===== src/rtl/apb_bridge_pkg.sv =====
// Shared types and helpers for the request/grant to APB3 master bridge.
package apb_bridge_pkg;

  typedef enum logic [1:0] {
    IDLE   = 2'd0,
    SETUP  = 2'd1,
    ACCESS = 2'd2
  } apb_bridge_state_e;

  // Counter width able to hold TIMEOUT_CYCLES; never narrower than one bit.
  function automatic int unsigned timeout_cnt_width(input int unsigned timeout_cycles);
    return (timeout_cycles == 0) ? 1 : $clog2(timeout_cycles + 1);
  endfunction

endpackage


===== src/rtl/apb_bridge_timeout.sv =====
// Saturating ACCESS-phase wait counter with clear, enable and terminal-count flag.
module apb_bridge_timeout
  import apb_bridge_pkg::*;
#(
  parameter int unsigned TIMEOUT_CYCLES = 256
) (
  input  logic clk_i,
  input  logic rst_i,
  input  logic clr,
  input  logic en,
  output logic term_c
);

  localparam int unsigned CW   = timeout_cnt_width(TIMEOUT_CYCLES);
  localparam int unsigned TERM = (TIMEOUT_CYCLES == 0) ? 0 : TIMEOUT_CYCLES - 1;
  localparam logic [CW-1:0] CMAX = '1;

  logic [CW-1:0] cnt;

  always_ff @(posedge clk_i or posedge rst_i) begin
    if (rst_i) begin
      cnt <= '0;
    end else if (clr) begin
      cnt <= '0;
    end else if (en && (cnt != CMAX)) begin
      cnt <= cnt + CW'(1);
    end
  end

  // Terminal when the count of stalled cycles already seen reaches TIMEOUT_CYCLES-1.
  assign term_c = (TIMEOUT_CYCLES != 0) && (cnt == CW'(TERM));

endmodule


===== src/rtl/apb_master_bridge.sv =====
// Request/grant/rvalid bus to APB3 master bridge, one outstanding access, with timeout abort.
module apb_master_bridge
  import apb_bridge_pkg::*;
#(
  parameter int unsigned APB_ADDR_WIDTH = 32,
  parameter int unsigned APB_DATA_WIDTH = 32,
  parameter int unsigned TIMEOUT_CYCLES = 256
) (
  input  logic                      clk_i,
  input  logic                      rst_i,
  input  logic                      req_i,
  output logic                      gnt_o,
  input  logic [APB_ADDR_WIDTH-1:0] addr_i,
  input  logic                      we_i,
  input  logic [APB_DATA_WIDTH-1:0] wdata_i,
  output logic                      rvalid_o,
  output logic [APB_DATA_WIDTH-1:0] rdata_o,
  output logic                      err_o,
  output logic [APB_ADDR_WIDTH-1:0] paddr_o,
  output logic [APB_DATA_WIDTH-1:0] pwdata_o,
  output logic                      pwrite_o,
  output logic                      psel_o,
  output logic                      penable_o,
  input  logic [APB_DATA_WIDTH-1:0] prdata_i,
  input  logic                      pready_i,
  input  logic                      pslverr_i
);

  apb_bridge_state_e state;
  logic              tmo_clr;
  logic              tmo_en;
  logic              tmo_term;
  logic              abort;

  // Grant is only offered from IDLE and never while reset is held.
  assign gnt_o   = (state == IDLE) && req_i && !rst_i;
  assign tmo_clr = gnt_o;
  assign tmo_en  = (state == ACCESS) && !pready_i;
  assign abort   = (state == ACCESS) && !pready_i && tmo_term;

  apb_bridge_timeout #(
    .TIMEOUT_CYCLES(TIMEOUT_CYCLES)
  ) u_timeout (
    .clk_i (clk_i),
    .rst_i (rst_i),
    .clr   (tmo_clr),
    .en    (tmo_en),
    .term_c(tmo_term)
  );

  always_ff @(posedge clk_i or posedge rst_i) begin
    if (rst_i) begin
      state     <= IDLE;
      paddr_o   <= '0;
      pwdata_o  <= '0;
      pwrite_o  <= 1'b0;
      psel_o    <= 1'b0;
      penable_o <= 1'b0;
      rvalid_o  <= 1'b0;
      rdata_o   <= '0;
      err_o     <= 1'b0;
    end else begin
      rvalid_o <= 1'b0;
      case (state)
        IDLE: begin
          if (req_i) begin
            paddr_o  <= addr_i;
            pwdata_o <= wdata_i;
            pwrite_o <= we_i;
            psel_o   <= 1'b1;
            state    <= SETUP;
          end
        end
        SETUP: begin
          penable_o <= 1'b1;
          state     <= ACCESS;
        end
        ACCESS: begin
          // A ready slave takes priority over a simultaneous timeout.
          if (pready_i) begin
            rdata_o   <= pwrite_o ? '0 : prdata_i;
            err_o     <= pslverr_i;
            rvalid_o  <= 1'b1;
            psel_o    <= 1'b0;
            penable_o <= 1'b0;
            state     <= IDLE;
          end else if (abort) begin
            rdata_o   <= '0;
            err_o     <= 1'b1;
            rvalid_o  <= 1'b1;
            psel_o    <= 1'b0;
            penable_o <= 1'b0;
            state     <= IDLE;
          end
        end
        default: begin
          psel_o    <= 1'b0;
          penable_o <= 1'b0;
          state     <= IDLE;
        end
      endcase
    end
  end

endmodule


===== config.mk =====
export PLATFORM = sky130hd
export DESIGN_NAME = apb_master_bridge
export DESIGN_NICKNAME = d
export VERILOG_FILES = /design/src/rtl/apb_bridge_pkg.sv /design/src/rtl/apb_bridge_timeout.sv /design/src/rtl/apb_master_bridge.sv
export SDC_FILE = /design/constraint.sdc
export NUM_CORES = 1
export LEC_CHECK = 0
export CAP_MARGIN = 30
export CORE_MARGIN = 1.5
export CORE_UTILIZATION = 38
export CTS_CLUSTER_DIAMETER = 60
export CTS_CLUSTER_SIZE = 25
export DETAILED_ROUTE_END_ITERATION = 10
export GPL_ROUTABILITY_DRIVEN = 0
export PLACE_DENSITY = 0.77
export SLEW_MARGIN = 40
export SYNTH_ARGS = -nofsm -noshare
export SYNTH_HDL_FRONTEND = slang
export SYNTH_HIERARCHICAL = 1
export SYNTH_SLANG_ARGS = --single-unit

===== constraint.sdc =====
create_clock -name clk_i -period 4.44 [get_ports clk_i]
set_clock_uncertainty 0.15 [all_clocks]
set_input_delay 0.888 -clock clk_i [delete_from_list [all_inputs] [get_ports clk_i]]
set_output_delay 0.888 -clock clk_i [all_outputs]
set_load 0.02 [all_outputs]

==> flow_metrics.tcl, run 1 <==
set metrics [dict create \
    hold_viol 0 \
    synth_xor_xnor_area_share_pct 0.391 \
    pin_count 204 \
    crit_type "in -> out" \
    first_global_vias 3795 \
    ys_types 34 \
    antenna_found_initial 0 \
    vias 3476 \
    grt_overflow 0 \
    fillers 932 \
    drt_iter0_drc 185 \
    gr-usage-met3_pct 3.76 \
    critPathArrivalTime_ns 2.64 \
    ir_drop_uv 395 \
    yosysWarnings 6 \
    finalMaxSlewViolations 0 \
    syn_area_per_cell_um2 12.7 \
    hp-start "pwdata_o[17]" \
    syn-num-nets 459 \
    fin_crit_sh_pct 82.8 \
    powerDensity_mw_per_mm2 722 \
    via_per_inst 4.97 \
    synth_fa_ha_area_share_pct 0.837 \
    reg2reg_slack_ns 2.19 \
    clock_path_buffers 2 \
    drc_errors 0 \
    layout_common_cells "clkdlybuf4s50_1 (203), dfrtp_1 (112), o21ai_0 (37)" \
    ys_seq_elements 112 \
    cp-start-kind "input port" \
    ant_nets 0 \
    hp-class "reg -> reg" \
    fmax_ghz 0.272 \
    hpwl_mm 8.22 \
    endpoint_kind "output pin" \
    top_usage_layer "met2" \
    track_usage_pct 19.2 \
    die_h_um 112 \
    yosysSeqAreaShare_pct 62.5 \
    drt-pass1-iter-count 4 \
    rows 39 \
    initial_core_util_pct 39.1 \
    cts_buffers 9 \
    routed_wl_mm 11.3 \
    finalSetupTns_ns 0 \
    p_leak_nw 2.85 \
    clkSinkCount 112 \
    port_buffers 203 \
    drive_gt1_share_pct 11.5 \
    cts-root-buf "clkbuf_16" \
    rsz0062_at_grt "false" \
    final_common_cell "clkdlybuf4s50_1" \
    h-tree-depth 3 \
    holdBufCountCts 0 \
    core_area_mm2 0.0115 \
    yosys.area_share.simple_pct 6.73 \
    required_ns 3.40 \
    muxShareOfSynthArea_pct 16.6 \
    area_growth_pct 54.6 \
    post_cts_resized 0 \
    synth_compound_area_share_pct 9.29 \
    synth_area_mm2 0.00448 \
    fin_ws_ns 0.765 \
    period_minus_slack_ns 3.68 \
    r2r-start "state[0]" \
    grt_pass1_wl_mm 19.1 \
    dp_slack_ns 0.782 \
    synth_top_family_by_area "multiplexers" \
    post_drt_wl_per_cell_um 16.2 \
    syn-instance-count 354 \
    final_nets 657 \
    dieArea_mm2 0.0125 \
    cts_tree "done" \
    met2_usage_pct 33.5 \
    finalSetupViolCount 0 \
    die_w_um 112 \
    min_path_cells 1 \
    min_to "pwdata_o[17]" \
    post-cts-setup-buffers 0 \
    r2r_cells 6 \
    gr-usage-met1_pct 24.0 \
    grt_max_degree 67 \
    crit_fanout 10 \
    clkLatencyLatePin_ns 0.33 \
    slew_headroom_pct 55.7 \
    worst_r2r_endpoint "u_timeout/cnt[5]" \
    tightest_slew_ns 0.664 \
    max_cap_violations 0 \
    clk_transition_reported_paths_ns 0.07 \
    status "complete, no violations" \
    antenna_cells 0 \
]
## registers in the layout, summed over array words and instances, names as in the netlist
name / count
penable_o: 1
rvalid_o: 1
pwrite_o: 1
pwdata_o: 32
paddr_o: 32
u_timeout/cnt: 9
state: 2
err_o: 1
psel_o: 1
rdata_o: 32
## area by class of cell
cell class	instances	area, um^2	share of cell area [%]
repair buffers	209	2080	30.0
clock inverters	6	65.1	0.939
well taps	143	179	2.58
clock buffers	10	239	3.45
inverters	9	37.5	0.542
flip-flops and latches	112	2800	40.4
multi-input cells	211	1530	22.0
## synthesized netlist by cell type, drive strengths merged
cell type / instances / area share, %
or3: 3 / 0.45
nand3: 2 / 0.22
clkbuf: 8 / 0.67
nor3b: 1 / 0.28
a211oi: 1 / 0.17
nand4b: 2 / 0.73
or4: 2 / 0.33
inv: 9 / 0.75
a21oi: 7 / 0.78
buf: 14 / 2.3
and2: 1 / 0.14
mux2: 65 / 16
ha: 3 / 0.84
o21ai: 67 / 7.5
or2: 1 / 0.20
nor2: 8 / 0.67
nand2b: 2 / 0.28
o22ai: 1 / 0.14
o31ai: 3 / 0.50
nor2b: 2 / 0.28
nand3b: 1 / 0.17
xnor2: 2 / 0.39
dfrtp: 112 / 63
o32a: 1 / 0.22
mux2i: 1 / 0.22
nand2: 34 / 2.8
nand4: 1 / 0.14
## report_power, final
part           internal [mW]  switching [mW]
Clock                  0.455           0.356
Combinational           1.22            1.21
Sequential              1.50           0.259
## through the flow
stage                     hold WS, ns  total power, mW  std cells  cell area (um^2)  utilization, %
after detailed placement        0.324             4.24        684              6620            57.8
after global routing            0.358             5.29        700              6930            60.4
after floorplan                 0.342             3.01        354              4490               -
final                           0.336             5.00        700              6930            60.4
after CTS                       0.339             5.06        700              6930            60.4
after global placement          0.317             4.16        684              6620            57.8
## kinds of logic after synthesis
group / Yosys count
flip-flops: 112
AO/OA/AOI/OAI: 80
multiplexers: 66
AND/OR/NAND/NOR: 60
buffers and inverters: 31
adder cells (fa/ha/maj): 3
XOR/XNOR: 2
## layer usage
metal	routed length, um	vias to the layer above	part of all wire (%)
li1	-	1623	-
met1	4720	1690	42
met2	5720	146	51
met3	648	17	5.7
met4	224	0	2.0
met5	0	-	0
## critical path, cell delays in order
cell	delay, ns
clkdlybuf4s50_1	0.49
nor3b_4	0.21
and2_1	0.37
clkdlybuf4s50_1	0.68
## worst max-delay path by stage
stage / from / to / cells after the start
6_report: req_i / gnt_o / 4
5_1_grt: req_i / gnt_o / 4
4_1_cts: req_i / gnt_o / 4
3_5_place_dp: req_i / gnt_o / 4
3_3_place_gp: req_i / gnt_o / 4
2_1_floorplan: rst_i / gnt_o / 2
(Power assumes the default switching activity.)
==> run 2: changes to the inputs <==
- CORE_UTILIZATION: 38 -> 42
- PLACE_DENSITY: 0.77 -> 0.81
- clock period: 4.44 -> 3.6 ns (I/O delays scaled with it)
==> run 2 against run 1 <==
Net effect: routed wire length fell by 0.86%; first-iteration DRC count fell by 22%; register-to-register slack got worse by 0.85 ns; clock power fell by 2%; clock-buffer cell count rose by 1; sequential power rose by 23%; worst hold slack improved by 0.0078 ns; utilization rose by 5.8 points; non-clock buffer count rose by 1; critical endpoint unchanged; largest cell class unchanged; highest routed layer unchanged.
==> flow_metrics.tcl, run 2 (synthesis results as in run 1) <==
set metrics [dict create \
    status "complete, no violations" \
    via_per_inst 5.01 \
    clock_path_buffers 2 \
    pin_count 204 \
    core_area_mm2 0.0103 \
    post-cts-setup-buffers 0 \
    die_w_um 106 \
    p_leak_nw 2.81 \
    first_global_vias 3362 \
    grt_overflow 0 \
    hp-start "paddr_o[2]" \
    finalSetupViolCount 0 \
    ant_nets 0 \
    powerDensity_mw_per_mm2 870 \
    p_sw_mw 2.20 \
    period_minus_slack_ns 3.11 \
    dp_cells 678 \
    post_drt_wl_per_cell_um 16.2 \
    layout_common_cells "clkdlybuf4s50_1 (203), dfrtp_1 (112), o21ai_0 (37)" \
    endpoint_kind "output pin" \
    final_nets 658 \
    track_usage_pct 19.8 \
    grt_pass1_wl_mm 17.4 \
    max_cap_violations 0 \
    dp_slack_ns 0.530 \
    final_common_cell "clkdlybuf4s50_1" \
    dieArea_mm2 0.0113 \
    die_h_um 106 \
    ir_drop_uv 412 \
    p_int_mw 3.75 \
    post_layout_nonfiller_instances 694 \
    drc_errors 0 \
    cp-start-kind "input port" \
    clk_transition_reported_paths_ns 0.09 \
    hold-worst-slack_ns 0.344 \
    hpwl_mm 8.07 \
    drt_iter0_drc 144 \
    slowest_stage "clkdlybuf4s50_1" \
    area_growth_pct 52.6 \
    cpMostUsedCell "clkdlybuf4s50_1" \
    fin_ws_ns 0.487 \
    grt_max_degree 78 \
    path_cells "clkdlybuf4s50_1 -> nor3b_4 -> and2_1 -> clkdlybuf4s50_1" \
    clkLatencyLatePin_ns 0.36 \
    p_sw_share_pct 37.0 \
    pwr-share-seq_pct 36.3 \
    hold_viol 0 \
    drt-pass1-iter-count 4 \
    r2r-start "state[0]" \
    antenna_cells 0 \
    p_clk_share_pct 13.3 \
    top_regs "paddr_o (32), pwdata_o (32), rdata_o (32)" \
    routed_wl_mm 11.2 \
    fillers 778 \
    cts-root-buf "clkbuf_8" \
    port_buffers 203 \
    vias 3476 \
    critPathArrivalTime_ns 2.24 \
    cp.buffers_inverters 2 \
    rsz0062_at_grt "false" \
    hp-class "reg -> reg" \
    finalSetupTns_ns 0 \
    cts_tree "done" \
    fmax_ghz 0.321 \
    crit_type "in -> out" \
    h-tree-depth 3 \
    fin_crit_sh_pct 86.5 \
    initial_core_util_pct 43.4 \
    finalMaxSlewViolations 0 \
    drive_gt1_share_pct 11.3 \
    critPathLaunch "req_i" \
    required_ns 2.73 \
    post_cts_resized 0 \
    slowest_delay_ns 0.62 \
    tightest_slew_ns 0.698 \
    cts_buffers 9 \
    slew_headroom_pct 53.5 \
    clkSinkCount 112 \
    antenna_found_initial 0 \
    holdBufCountCts 0 \
    crit_family "buffers and inverters" \
    crit_fanout 2 \
    rows 37 \
    pwr-share-comb_pct 50.4 \
]
run 2: changes by cell type in the layout (fill, tap and decap cells not counted):
cell / change
buf_6: +1
bufinv_16: +1
clkbuf_1: +2
clkbuf_16: -9
clkbuf_8: +8
clkinv_2: -1
clkinv_4: +1
inv_6: -2
run 2: path summary, 6_finish.rpt:
path / depth (start not counted) / to / slack [ns]
setup / recovery: 4 / gnt_o / 0.49
hold / removal: 1 / paddr_o[2] / 0.34
setup reg to reg: 6 / u_timeout/cnt[5] / 1.34
hold reg to reg: 1 / paddr_o[2] / 0.34
max in group asynchronous: 4 / paddr_o[0] / 1.64
min in group asynchronous: 2 / u_timeout/cnt[0] / 0.55
run 2: metal layers:
layer	global-route usage, %	wire length (um)
met5	0	0
met4	6.66	173
met3	4.54	741
met2	33.4	5580
met1	25.1	4720
run 2: worst register-to-register path, delay by kind of cell (launching register included):
family / cells / cell delay (ns)
AND/OR/NAND/NOR: 4 / 1.17
AO/OA/AOI/OAI: 1 / 0.17
buffers and inverters: 1 / 0.23
flip-flops: 1 / 0.46
run 2: power by group through the flow:
stage,Combinational [mW],Clock (mW),Sequential [mW]
CTS,3.04,0.819,2.17
detailed placement,3.03,0,2.19
global placement,2.97,0,2.16
global route,3.17,0.876,2.25
finish,3.00,0.794,2.16
floorplan,0.835,0,2.88
run 2: per-stage QoR:
| stage | cell area [um^2] | util, % | total power [mW] |
|---|---|---|---|
| 2_1_floorplan | 4490 | - | 3.71 |
| 3_3_place_gp | 6620 | 64.1 | 5.13 |
| 3_5_place_dp | 6630 | 64.2 | 5.22 |
| 4_1_cts | 6840 | 66.2 | 6.02 |
| 5_1_grt | 6840 | 66.3 | 6.29 |
| 6_report | 6840 | 66.3 | 5.95 |
run 2: area by class of cell:
class | instances | area (um^2) | share of cell area (%)
sequential | 112 | 2800 | 41.0
timing repair buffer | 210 | 2090 | 30.6
multi-input combinational | 211 | 1530 | 22.3
tap | 136 | 170 | 2.49
clock buffer | 11 | 131 | 1.92
clock inverter | 5 | 81.3 | 1.19
inverter | 9 | 37.5 | 0.549
==> run 3: changes to the inputs <==
- CORE_ASPECT_RATIO: unset -> 0.75
==> run 3 against run 2 <==
Net effect: cell area rose by 1.5%; utilization is 0.94 points higher; non-clock buffer count unchanged; die area is essentially flat; critical path type unchanged; critical endpoint unchanged; highest routed layer unchanged.
==> flow_metrics.tcl, run 3 (synthesis results as in run 1) <==
set metrics [dict create \
    first_global_vias 3569 \
    holdBufCountCts 0 \
    clkSinkCount 112 \
    required_ns 2.73 \
    slowest_stage "clkdlybuf4s50_1" \
    period_minus_slack_ns 3.06 \
    pin_count 204 \
    ant_nets 0 \
    clock_path_buffers 2 \
    cts_tree "done" \
    fin_ws_ns 0.538 \
    met2_usage_pct 34.5 \
    r2r-start "state[0]" \
    fin_crit_sh_pct 85.1 \
    p_leak_nw 2.86 \
    reg2reg_slack_ns 1.36 \
    final_nets 658 \
    gr-usage-met3_pct 6.47 \
    rsz0062_at_grt "false" \
    top_usage_layer "met2" \
    drt-pass1-iter-count 4 \
    drt_iter0_drc 162 \
    routed_wl_mm 11.0 \
    final_common_cell "clkdlybuf4s50_1" \
    fmax_ghz 0.327 \
    slowest_delay_ns 0.61 \
    finalSetupTns_ns 0 \
    antenna_found_initial 0 \
    post_cts_resized 0 \
    rows 32 \
    cp.buffers_inverters 2 \
    path_cells "clkdlybuf4s50_1 -> nor3b_4 -> and2_1 -> clkdlybuf4s50_1" \
    dieArea_mm2 0.0113 \
    post_drt_wl_per_cell_um 15.9 \
    die_h_um 92.5 \
    vias 3476 \
    grt_max_degree 67 \
    antenna_cells 0 \
    cts_buffers 9 \
    top_regs "paddr_o (32), pwdata_o (32), rdata_o (32)" \
    status "complete, no violations" \
    critPathArrivalTime_ns 2.19 \
    layout_common_cells "clkdlybuf4s50_1 (203), dfrtp_1 (112), o21ai_0 (37)" \
    fillers 763 \
    initial_core_util_pct 43.4 \
    h-tree-depth 3 \
    critPathLaunch "req_i" \
    finalSetupViolCount 0 \
    grt_overflow 0 \
    crit_family "buffers and inverters" \
    max_cap_violations 0 \
    crit_fanout 2 \
    hp-class "reg -> reg" \
    hp-start "paddr_o[6]" \
    track_usage_pct 20.2 \
    dp_slack_ns 0.584 \
    ir_drop_uv 488 \
    die_w_um 122 \
    cts-root-buf "clkbuf_16" \
    core_area_mm2 0.0103 \
    clk_transition_reported_paths_ns 0.07 \
    hpwl_mm 7.80 \
    finalMaxSlewViolations 0 \
    drive_gt1_share_pct 11.5 \
    crit_type "in -> out" \
    slew_headroom_pct 56.1 \
    powerDensity_mw_per_mm2 896 \
    cpMostUsedCell "clkdlybuf4s50_1" \
    grt_pass1_wl_mm 17.8 \
    post-cts-setup-buffers 0 \
    clkLatencyLatePin_ns 0.34 \
    tightest_slew_ns 0.658 \
    via_per_inst 5.02 \
    endpoint_kind "output pin" \
    gr-usage-met1_pct 24.6 \
    hold_viol 0 \
    drc_errors 0 \
    cp-start-kind "input port" \
    area_growth_pct 54.9 \
    port_buffers 203 \
]
-- run 3: layout make-up --
cell class	count	area (um^2)	area share (%)
sequential	112	2800	40.4
timing repair buffer	210	2090	30.1
inverter	9	37.5	0.541
tap	136	170	2.45
clock buffer	9	225	3.24
clock inverter	6	92.6	1.33
multi-input combinational	211	1530	22.0
-- run 3: final timing paths --
kind / cells past startpoint / to
worst max register to register: 6 / u_timeout/cnt[5]
worst max-delay path: 4 / gnt_o
worst min register to register: 1 / paddr_o[6]
worst min-delay path: 1 / paddr_o[6]
min in group asynchronous: 2 / u_timeout/cnt[4]
max in group asynchronous: 4 / paddr_o[22]
-- run 3: power by group --
| group | internal, mW | switching [mW] |
|---|---|---|
| clock network | 0.610 | 0.436 |
| registers | 1.85 | 0.315 |
| logic | 1.51 | 1.49 |
| total | 3.97 | 2.25 |
-- run 3: metal layers --
layer | share of wire, % | vias up
met3 | 8.9 | 17
met1 | 42 | 1679
li1 | - | 1619
met4 | 1.6 | 0
met5 | 0 | -
met2 | 48 | 161
-- run 3: through the flow --
step                      cells  hold WS (ns)  utilization (%)  instance area, um^2  power [mW]
after floorplan             354         0.342                -                 4490        3.71
after global placement      678         0.316             64.1                 6620        5.12
after detailed placement    678         0.324             64.1                 6620        5.22
after CTS                   693         0.340             67.2                 6940        6.29
after global routing        693         0.354             67.2                 6940        6.58
final                       693         0.336             67.2                 6940        6.22
